--- src/rtl/rv32i_alu_issue.sv ---
// RV32I decode/issue stage: decodes one instruction per cycle into a registered ALU bundle.
// Optional define RV32I_ISSUE_BYPASS_EN adds a writeback bypass (wb_wen/wb_rd/wb_data) onto rs1/rs2.
module rv32i_alu_issue #(
    parameter int XLEN = 32,
    parameter int OPW  = 4
) (
    input  logic            clk,
    input  logic            reset,
    input  logic            flush,
    input  logic            if_valid,
    output logic            if_ready,
    input  logic [31:0]     if_inst,
    input  logic [XLEN-1:0] if_pc,
    output logic [4:0]      rs1_addr,
    output logic [4:0]      rs2_addr,
    input  logic [XLEN-1:0] rs1_data,
    input  logic [XLEN-1:0] rs2_data,
`ifdef RV32I_ISSUE_BYPASS_EN
    input  logic            wb_wen,
    input  logic [4:0]      wb_rd,
    input  logic [XLEN-1:0] wb_data,
`endif
    output logic            ex_valid,
    input  logic            ex_ready,
    output logic [OPW-1:0]  ex_op,
    output logic [XLEN-1:0] ex_in1,
    output logic [XLEN-1:0] ex_in2,
    output logic [4:0]      ex_rd,
    output logic            ex_wen,
    output logic            ex_branch,
    output logic            ex_jump,
    output logic [XLEN-1:0] ex_tgt,
    output logic [XLEN-1:0] ex_pc,
    output logic            ex_illegal
);

    localparam logic [OPW-1:0] OP_ADD  = 4'd0;
    localparam logic [OPW-1:0] OP_SLL  = 4'd1;
    localparam logic [OPW-1:0] OP_XOR  = 4'd4;
    localparam logic [OPW-1:0] OP_SRL  = 4'd5;
    localparam logic [OPW-1:0] OP_OR   = 4'd6;
    localparam logic [OPW-1:0] OP_AND  = 4'd7;
    localparam logic [OPW-1:0] OP_SEQ  = 4'd8;
    localparam logic [OPW-1:0] OP_SNE  = 4'd9;
    localparam logic [OPW-1:0] OP_SUB  = 4'd10;
    localparam logic [OPW-1:0] OP_SRA  = 4'd11;
    localparam logic [OPW-1:0] OP_SLT  = 4'd12;
    localparam logic [OPW-1:0] OP_SGE  = 4'd13;
    localparam logic [OPW-1:0] OP_SLTU = 4'd14;
    localparam logic [OPW-1:0] OP_SGEU = 4'd15;

    typedef struct packed {
        logic [OPW-1:0]  op;
        logic [XLEN-1:0] in1;
        logic [XLEN-1:0] in2;
        logic [4:0]      rd;
        logic            wen;
        logic            branch;
        logic            jump;
        logic [XLEN-1:0] tgt;
        logic [XLEN-1:0] pc;
        logic            illegal;
    } bundle_t;

    function automatic logic [OPW-1:0] f3_op(input logic [2:0] f3);
        case (f3)
            3'b000:  return OP_ADD;
            3'b001:  return OP_SLL;
            3'b010:  return OP_SLT;
            3'b011:  return OP_SLTU;
            3'b100:  return OP_XOR;
            3'b101:  return OP_SRL;
            3'b110:  return OP_OR;
            3'b111:  return OP_AND;
            default: return OP_ADD;
        endcase
    endfunction

    logic [6:0]      opcode_s;
    logic [2:0]      funct3_s;
    logic [6:0]      funct7_s;
    logic [XLEN-1:0] imm_i_s, imm_b_s, imm_j_s, imm_u_s, shamt_s, jalr_sum_s;
    logic [XLEN-1:0] src1_s, src2_s;
    logic            legal_s, transfer_s;
    bundle_t         dec_s, ex_d, ex_q;
    logic            ex_valid_d, ex_valid_q;

    assign opcode_s = if_inst[6:0];
    assign funct3_s = if_inst[14:12];
    assign funct7_s = if_inst[31:25];
    assign rs1_addr = if_inst[19:15];
    assign rs2_addr = if_inst[24:20];
    assign imm_i_s  = {{(XLEN-12){if_inst[31]}}, if_inst[31:20]};
    assign imm_b_s  = {{(XLEN-13){if_inst[31]}}, if_inst[31], if_inst[7], if_inst[30:25], if_inst[11:8], 1'b0};
    assign imm_j_s  = {{(XLEN-21){if_inst[31]}}, if_inst[31], if_inst[19:12], if_inst[20], if_inst[30:21], 1'b0};
    assign imm_u_s  = {{(XLEN-32){if_inst[31]}}, if_inst[31:12], 12'h000};
    assign shamt_s  = {{(XLEN-5){1'b0}}, if_inst[24:20]};
    assign jalr_sum_s = src1_s + imm_i_s;

`ifdef RV32I_ISSUE_BYPASS_EN
    // Forward the writeback value when it targets a source register read this cycle
    always_comb begin
        src1_s = rs1_data;
        src2_s = rs2_data;
        if (wb_wen && (wb_rd != 5'd0) && (wb_rd == rs1_addr)) begin
            src1_s = wb_data;
        end else begin
            src1_s = rs1_data;
        end
        if (wb_wen && (wb_rd != 5'd0) && (wb_rd == rs2_addr)) begin
            src2_s = wb_data;
        end else begin
            src2_s = rs2_data;
        end
    end
`else
    assign src1_s = rs1_data;
    assign src2_s = rs2_data;
`endif

    // Instruction decode into the next ALU bundle
    always_comb begin
        dec_s    = '0;
        legal_s  = 1'b1;
        dec_s.rd = if_inst[11:7];
        dec_s.pc = if_pc;
        dec_s.op = OP_ADD;
        case (opcode_s)
            7'b0110011: begin
                dec_s.in1 = src1_s;
                dec_s.in2 = src2_s;
                dec_s.wen = 1'b1;
                if (funct7_s == 7'b0000000) begin
                    dec_s.op = f3_op(funct3_s);
                end else if (funct7_s == 7'b0100000 && funct3_s == 3'b000) begin
                    dec_s.op = OP_SUB;
                end else if (funct7_s == 7'b0100000 && funct3_s == 3'b101) begin
                    dec_s.op = OP_SRA;
                end else begin
                    legal_s = 1'b0;
                end
            end
            7'b0010011: begin
                dec_s.in1 = src1_s;
                dec_s.wen = 1'b1;
                dec_s.op  = f3_op(funct3_s);
                // Shift-immediates carry only the 5-bit shamt as operand 2
                if (funct3_s == 3'b001) begin
                    dec_s.in2 = shamt_s;
                    legal_s   = (funct7_s == 7'b0000000);
                end else if (funct3_s == 3'b101) begin
                    dec_s.in2 = shamt_s;
                    if (funct7_s == 7'b0000000) begin
                        dec_s.op = OP_SRL;
                    end else if (funct7_s == 7'b0100000) begin
                        dec_s.op = OP_SRA;
                    end else begin
                        legal_s = 1'b0;
                    end
                end else begin
                    dec_s.in2 = imm_i_s;
                end
            end
            7'b0110111: begin
                dec_s.in2 = imm_u_s;
                dec_s.wen = 1'b1;
            end
            7'b0010111: begin
                dec_s.in1 = if_pc;
                dec_s.in2 = imm_u_s;
                dec_s.wen = 1'b1;
            end
            7'b1100011: begin
                dec_s.in1    = src1_s;
                dec_s.in2    = src2_s;
                dec_s.branch = 1'b1;
                dec_s.tgt    = if_pc + imm_b_s;
                case (funct3_s)
                    3'b000:  dec_s.op = OP_SEQ;
                    3'b001:  dec_s.op = OP_SNE;
                    3'b100:  dec_s.op = OP_SLT;
                    3'b101:  dec_s.op = OP_SGE;
                    3'b110:  dec_s.op = OP_SLTU;
                    3'b111:  dec_s.op = OP_SGEU;
                    default: legal_s  = 1'b0;
                endcase
            end
            7'b1101111: begin
                dec_s.in1  = if_pc;
                dec_s.in2  = {{(XLEN-3){1'b0}}, 3'd4};
                dec_s.wen  = 1'b1;
                dec_s.jump = 1'b1;
                dec_s.tgt  = if_pc + imm_j_s;
            end
            7'b1100111: begin
                dec_s.in1  = if_pc;
                dec_s.in2  = {{(XLEN-3){1'b0}}, 3'd4};
                dec_s.wen  = 1'b1;
                dec_s.jump = 1'b1;
                dec_s.tgt  = {jalr_sum_s[XLEN-1:1], 1'b0};
                legal_s    = (funct3_s == 3'b000);
            end
            default: legal_s = 1'b0;
        endcase
        // Undecodable instructions still issue, but as an inert ADD 0,0
        if (!legal_s) begin
            dec_s.op      = OP_ADD;
            dec_s.in1     = '0;
            dec_s.in2     = '0;
            dec_s.wen     = 1'b0;
            dec_s.branch  = 1'b0;
            dec_s.jump    = 1'b0;
            dec_s.tgt     = '0;
            dec_s.illegal = 1'b1;
        end else begin
            dec_s.illegal = 1'b0;
        end
        if (dec_s.rd == 5'd0) begin
            dec_s.wen = 1'b0;
        end else begin
            dec_s.wen = dec_s.wen;
        end
    end

    assign if_ready   = !flush && (!ex_valid_q || ex_ready);
    assign transfer_s = if_valid && if_ready;

    // Pipeline register next state: flush beats transfer, payload only moves on transfer
    always_comb begin
        ex_valid_d = ex_valid_q;
        ex_d       = ex_q;
        if (flush) begin
            ex_valid_d = 1'b0;
        end else if (transfer_s) begin
            ex_valid_d = 1'b1;
            ex_d       = dec_s;
        end else if (ex_ready) begin
            ex_valid_d = 1'b0;
        end else begin
            ex_valid_d = ex_valid_q;
        end
    end

    // Pipeline register state
    always_ff @(posedge clk) begin
        if (reset) begin
            ex_valid_q <= 1'b0;
            ex_q       <= '0;
        end else begin
            ex_valid_q <= ex_valid_d;
            ex_q       <= ex_d;
        end
    end

    assign ex_valid   = ex_valid_q;
    assign ex_op      = ex_q.op;
    assign ex_in1     = ex_q.in1;
    assign ex_in2     = ex_q.in2;
    assign ex_rd      = ex_q.rd;
    assign ex_wen     = ex_q.wen;
    assign ex_branch  = ex_q.branch;
    assign ex_jump    = ex_q.jump;
    assign ex_tgt     = ex_q.tgt;
    assign ex_pc      = ex_q.pc;
    assign ex_illegal = ex_q.illegal;

endmodule

--- config.mk ---
export PLATFORM = sky130hd
export DESIGN_NAME = rv32i_alu_issue
export DESIGN_NICKNAME = d
export VERILOG_FILES = /design/src/rtl/rv32i_alu_issue.sv
export SDC_FILE = /design/constraint.sdc
export NUM_CORES = 1
export LEC_CHECK = 0
export ABC_AREA = 1
export BUFFER_PORTS_ARGS = -buffer_cell sky130_fd_sc_hd__buf_2
export CAP_MARGIN = 20
export CORE_MARGIN = 1.5
export CORE_UTILIZATION = 37
export CTS_BUF_LIST = sky130_fd_sc_hd__clkbuf_4 sky130_fd_sc_hd__clkbuf_8
export DETAILED_ROUTE_END_ITERATION = 8
export GPL_ROUTABILITY_DRIVEN = 0
export PLACE_DENSITY_LB_ADDON = 0.2
export SETUP_SLACK_MARGIN = 0.2
export SYNTH_ARGS = -nofsm -noshare
export SYNTH_HDL_FRONTEND = slang
export SYNTH_SLANG_ARGS = --single-unit
--- constraint.sdc ---
create_clock -name clk -period 2.4 [get_ports clk]
set_input_delay 0 -clock clk [delete_from_list [all_inputs] [get_ports clk]]
set_output_delay 0 -clock clk [all_outputs]
set_load 0.02 [all_outputs]
* After elaboration in Yosys (flattened, before gate mapping)
Memory sizes are Yosys's and may differ from the RTL's.
Cells that the tools add are included.
Widths: inputs -> output; s select.
** Word-level totals
- Bits in registers :: 142
- Memory bits (read-only) :: 64
- Bits of input ports :: 133
- Memories kept :: 2
** Cells by class
- $add $sub $neg :: 3
- Equality and inequality tests :: 13
- Mux-type cells :: 32
- Bitwise logic cells :: 1
- Reduce and logical (&&, ||, !) cells :: 21
** Memories
- (no name shown) :: depth 8, bits a word 4, rd ports 1, clocked after Yosys merged registers in 0, wr ports 0, RTL line 66 : case (f3)
- (no name shown) :: depth 8, bits a word 4, rd ports 1, clocked after Yosys merged registers in 0, wr ports 0, RTL line 66
** Operators by type and width (count)
- $pmux 32 s4 :: 1
- $add 32x32->32 :: 3
- $pmux 32 s3 :: 1
- $mux 68 :: 1
- $mux 32 :: 2
- $pmux 32 s2 :: 1
- $mux 35 :: 1
- $mux 4 :: 7
- $pmux 4 s6 :: 1
- $eq 7x6->1 const B :: 3
- $eq 7x7->1 const B :: 3
- $mux 1 :: 15
- $eq 7x5->1 const B :: 2
- $eq 3x3->1 const B :: 4
- $pmux 4 s3 :: 1
- $reduce_or 6->1 :: 2
- $reduce_or 3->1 :: 3
- $reduce_or 2->1 :: 4
- $logic_not 7->1 :: 1
- $logic_not 5->1 :: 1
- $pmux 1 s5 :: 1
- $logic_and 1x1->1 :: 4
- $eq 3x1->1 const B :: 1
- $logic_not 3->1 :: 1
- 5 further kinds :: 6

* Logic depth before layout (Yosys ltp)
- Depth after elaboration :: 8
- Mapped depth :: 23

* Worst setup path before layout
OpenSTA, ideal clock, no wires.
- Path type :: input port to flip-flop
- Start :: input port if_inst[4]
- End :: register ex_q, in the netlist ex_tgt[15]
- Setup time :: 0.132 ns
- Arrival :: 2.549 ns
- Setup slack :: -0.281 ns
- Cell stages on the path :: 20
- Cells stage by stage :: inv_1 -> nand3_1 -> inv_1 -> nand4_1 -> clkbuf_1 -> clkbuf_1 -> o21ai_0 -> ha_1 -> fa_1 -> nand3_1 -> nand3_1 -> nand2_1 -> nand2_1 -> nand2_1 -> nand2_1 -> or2_2 -> nand3_1 -> nand2_1 -> nand2_1 -> a21oi_1
** Between the ends
- Longest elaborated chain between the ends :: 4
- Elaborated cells between the ends (all ways) :: 11
- Classes of those cells :: eq/ne: 7; mux: 3; reduce/logical: 1
** RTL lines
- start, declared :: RTL line 12 : input logic [31:0] if_inst,
- $eq 7x7->1 (tied with other cells) :: RTL line 128 : case (opcode_s)
- $reduce_or 3->1 (no line)
- $pmux 1 s5 :: RTL line 128
- $mux 35 (*) :: RTL line 206 : if (!legal_s) begin
- end signal, assigned :: RTL line 248 : ex_q <= '0;
- end signal, assigned :: RTL line 251 : ex_q <= ex_d;
- end, declared :: RTL line 85 : bundle_t dec_s, ex_d, ex_q;
Every way passes the cells marked *; elsewhere a longest branch is shown, timed or not.
A chain may end at the register's enable or synchronous reset.

* Final worst setup path
- Start :: input port rs1_data[8]
- End :: register ex_q, in the netlist ex_tgt[17]
** Between the ends
- Longest elaborated chain between the ends :: 3
** RTL lines
- start, declared :: RTL line 16 : input logic [XLEN-1:0] rs1_data,
- $add 32x32->32 :: RTL line 98 : assign jalr_sum_s = src1_s + imm_i_s;
- $pmux 32 s3 :: RTL line 128
- $mux 35 :: RTL line 206
Every way passes these cells.

==> flow_metrics.env <==
export IMPL_outcome="completed"
export IMPL_cpMaxStageDelayCell="dlygate4sd3_1"
export IMPL_htree_levels=4
export IMPL_cp_end_kind="flip-flop"
export IMPL_synth_edf_count=0
export IMPL_cp_start_kind="primary input"
export IMPL_via_per_inst=5.10
export IMPL_synth_xor_area_share_pct=0.547
export IMPL_synth_top_flop_cell="dfxtp_1"
export IMPL_cp_required_ps=2800
export IMPL_synth_simple_area_share_pct=38.7
export IMPL_first_global_vias=13000
export IMPL_vdd_ir_drop_max_mv=0.316
export IMPL_firstDrtPassIters=7
export IMPL_clockBufferDepth=2
export IMPL_cp_cell_sequence="dlygate4sd3_1, buf_2, ha_1, nand2_1, nor2_1, nand4_1, nand3b_1, nand3_1, nand3_1, nand3_1, nand2_1, nand2_1, a21oi_1"
export IMPL_vias=14000
export IMPL_clock_latency_ps=480
export IMPL_yosysTopAreaCellShare_pct=25.5
export IMPL_grt_max_degree=80
export IMPL_die_y_um=177
export IMPL_ys_warn_count=0
export IMPL_layoutNonFillerInstCount=2736
export IMPL_cts_made_buffers=17
export IMPL_cts_root_buf="clkbuf_8"
export IMPL_place_hpwl_mm=36.7
export IMPL_yosys_top_cells_area="nand2_1 (25%), dfxtp_1 (25%), a21oi_1 (8.6%)"
export IMPL_ys_types=41
export IMPL_clkSlewWorstSetupHoldPaths_ps=100
export IMPL_grt_setup_unrepaired="true"
export IMPL_ys_seq_elements=142
export IMPL_hold_violations=0
export IMPL_grtUsageTotal_pct=29.4
export IMPL_routedWlPerCell_um=17.3
export IMPL_routed_wl_mm=47.3
export IMPL_synthMuxAreaShare_pct=0
export IMPL_fp_dieW_um=177
export IMPL_rows=63
export IMPL_syn_mean_instance_area_um2=5.76
export IMPL_ios=286
export IMPL_finalSetupViolCount=0
export IMPL_cp_max_fo=5
export IMPL_final_period_utilization_pct=88.2
export IMPL_maxCapViolCount=0
export IMPL_core_area_um2=29700
export IMPL_hold_class="primary input to flip-flop"
export IMPL_maxSlewHeadroom_pct=39.7
export IMPL_grt_ovfl_total=0
export IMPL_tightest_slew_ps=904
export IMPL_antenna_cells=0
export IMPL_cts_tree="done"
export IMPL_async_flop_share_pct=0
export IMPL_cts_sinks=142
export IMPL_postSynthCellCount=1945
export IMPL_grt_first_pass_wirelength_mm=70.3
export IMPL_place_area_um2=13400
export IMPL_synth_compound_area_share_pct=15.9
export IMPL_synth_largest_area_cell="nand2_1"
export IMPL_synthToLayoutAreaGrowth_pct=33.7
export IMPL_stdcell_area_um2=15000
export IMPL_synthTopCellsByCount="nand2_1 (761), inv_1 (244), a21oi_1 (192)"
export IMPL_cellLeakagePower_nw=7.70
export IMPL_slowest_delay_ps=550
export IMPL_final_layout_size_suffix_gt1_share_pct=20.5
export IMPL_crit_type="primary input to flip-flop"
export IMPL_powerDensity_nw_per_um2=429
export IMPL_drc_errors=0
export IMPL_crit_arrival_ps=2520
export IMPL_synth_top_family_by_area="simple AND/OR/NAND/NOR gates"
export IMPL_skew_ps=10.9
export IMPL_nets=2532
export IMPL_min_period_ps=2120
export IMPL_fmax_mhz=472
export IMPL_drtIter0Drc=1105
export IMPL_synth_cell_area_um2=11200
export IMPL_ant_nets=0
export IMPL_slew_violations=0
export IMPL_placedCellCount=2612
export IMPL_fin_total_pwr_mw=6.42
export IMPL_antenna_found_initial=0
export IMPL_place_port_buffers=285
export IMPL_syn_num_nets=2144
export IMPL_start_util_pct=37.7
export IMPL_dieArea_um2=31300
export IMPL_yosysSeqAreaShare_pct=25.4
export IMPL_yosysMostFrequentCell="nand2_1"
export IMPL_synth_adder_area_share_pct=7.51
## critical path, delay by kind of cell
| kind | cells | cell delay [ps] |
|---|---|---|
| AO/OA/AOI/OAI | 1 | 140 |
| adder cells (fa/ha/maj) | 1 | 370 |
| buffers and inverters | 2 | 720 |
| AND/OR/NAND/NOR | 9 | 1280 |
## flip-flops by register name (all words and copies together) (netlist names), 4 cells and up
signal  count
ex_in1     32
ex_in2     32
ex_op       4
ex_pc      32
ex_rd       5
ex_tgt     32
## what timing repair did
item                                    in CTS  in global routing
hold buffers                                87                  0
resized for setup                            4                 61
pin swaps                                    1                 13
endpoints found under the hold margin       96                  0
endpoints found under the setup margin       6                 27
buffers inserted                             0                  5
## kinds of logic after synthesis
logic type | Yosys count
AOI/OAI and AO/OA | 336
DFF | 142
and+or+nand+nor | 1062
buffers and inverters | 332
adders and majority gates | 66
xor gates and xnor gates | 7
## metrics by stage
stage | utilization (%) | setup WS, ps | hold slack [ps] | TNS [ps]
2_1_floorplan | - | 88.5 | 79.3 | 0
3_3_place_gp | 45.2 | -297 | 183 | -3660
3_5_place_dp | 45.2 | -403 | 192 | -5160
4_1_cts | 49.4 | 231 | 0.732 | 0
5_1_grt | 50.4 | 140 | 9.47 | 0
6_report | 50.4 | 282 | 16.5 | 0
## cells in the final DEF (no fill, tap or decap), types with 20 or more instances in the layout
cell,n
inv_1,242
ha_1,56
nand3_1,133
dlygate4sd3_1,86
buf_4,72
nand2_1,741
nor2_1,94
o21ai_0,95
a21oi_1,188
nand2_2,20
buf_2,282
dfxtp_1,142
## per-layer routing
metal | track usage [%] | share of wire, % | vias up
met5 | 0 | 0 | -
met4 | 17.4 | 6.1 | 0
met3 | 3.78 | 6.4 | 131
met2 | 51.3 | 47 | 625
met1 | 34.3 | 41 | 6231
li1 | - | - | 6974
## power by group
group,leakage [nW],internal (mW),total (mW),switching [mW]
logic,6.36,0.751,1.99,1.24
clock network,0.198,0.805,2.02,1.21
registers,1.15,2.39,2.40,0.0167
## final cells by class
class | instances | area [µm²]
timing repair buffer | 450 | 2980
sequential | 142 | 2840
multi-input combinational | 1471 | 7310
inverter | 251 | 958
fill | 3098 | 14700
clock inverter | 14 | 146
clock buffer | 18 | 248
tap | 390 | 488
## worst paths after layout
kind | cells after the start | to | slack, ps | startpoint
worst max-delay path | 13 | ex_tgt[17] | 280 | rs1_data[8]
worst min-delay path | 5 | ex_in1[17] | 20 | rs1_data[17]
worst max register to register | 8 | ex_in1[1] | 400 | ex_valid
worst min register to register | 2 | ex_jump | 470 | ex_jump
Note: power is estimated with default switching activity, not from simulation.
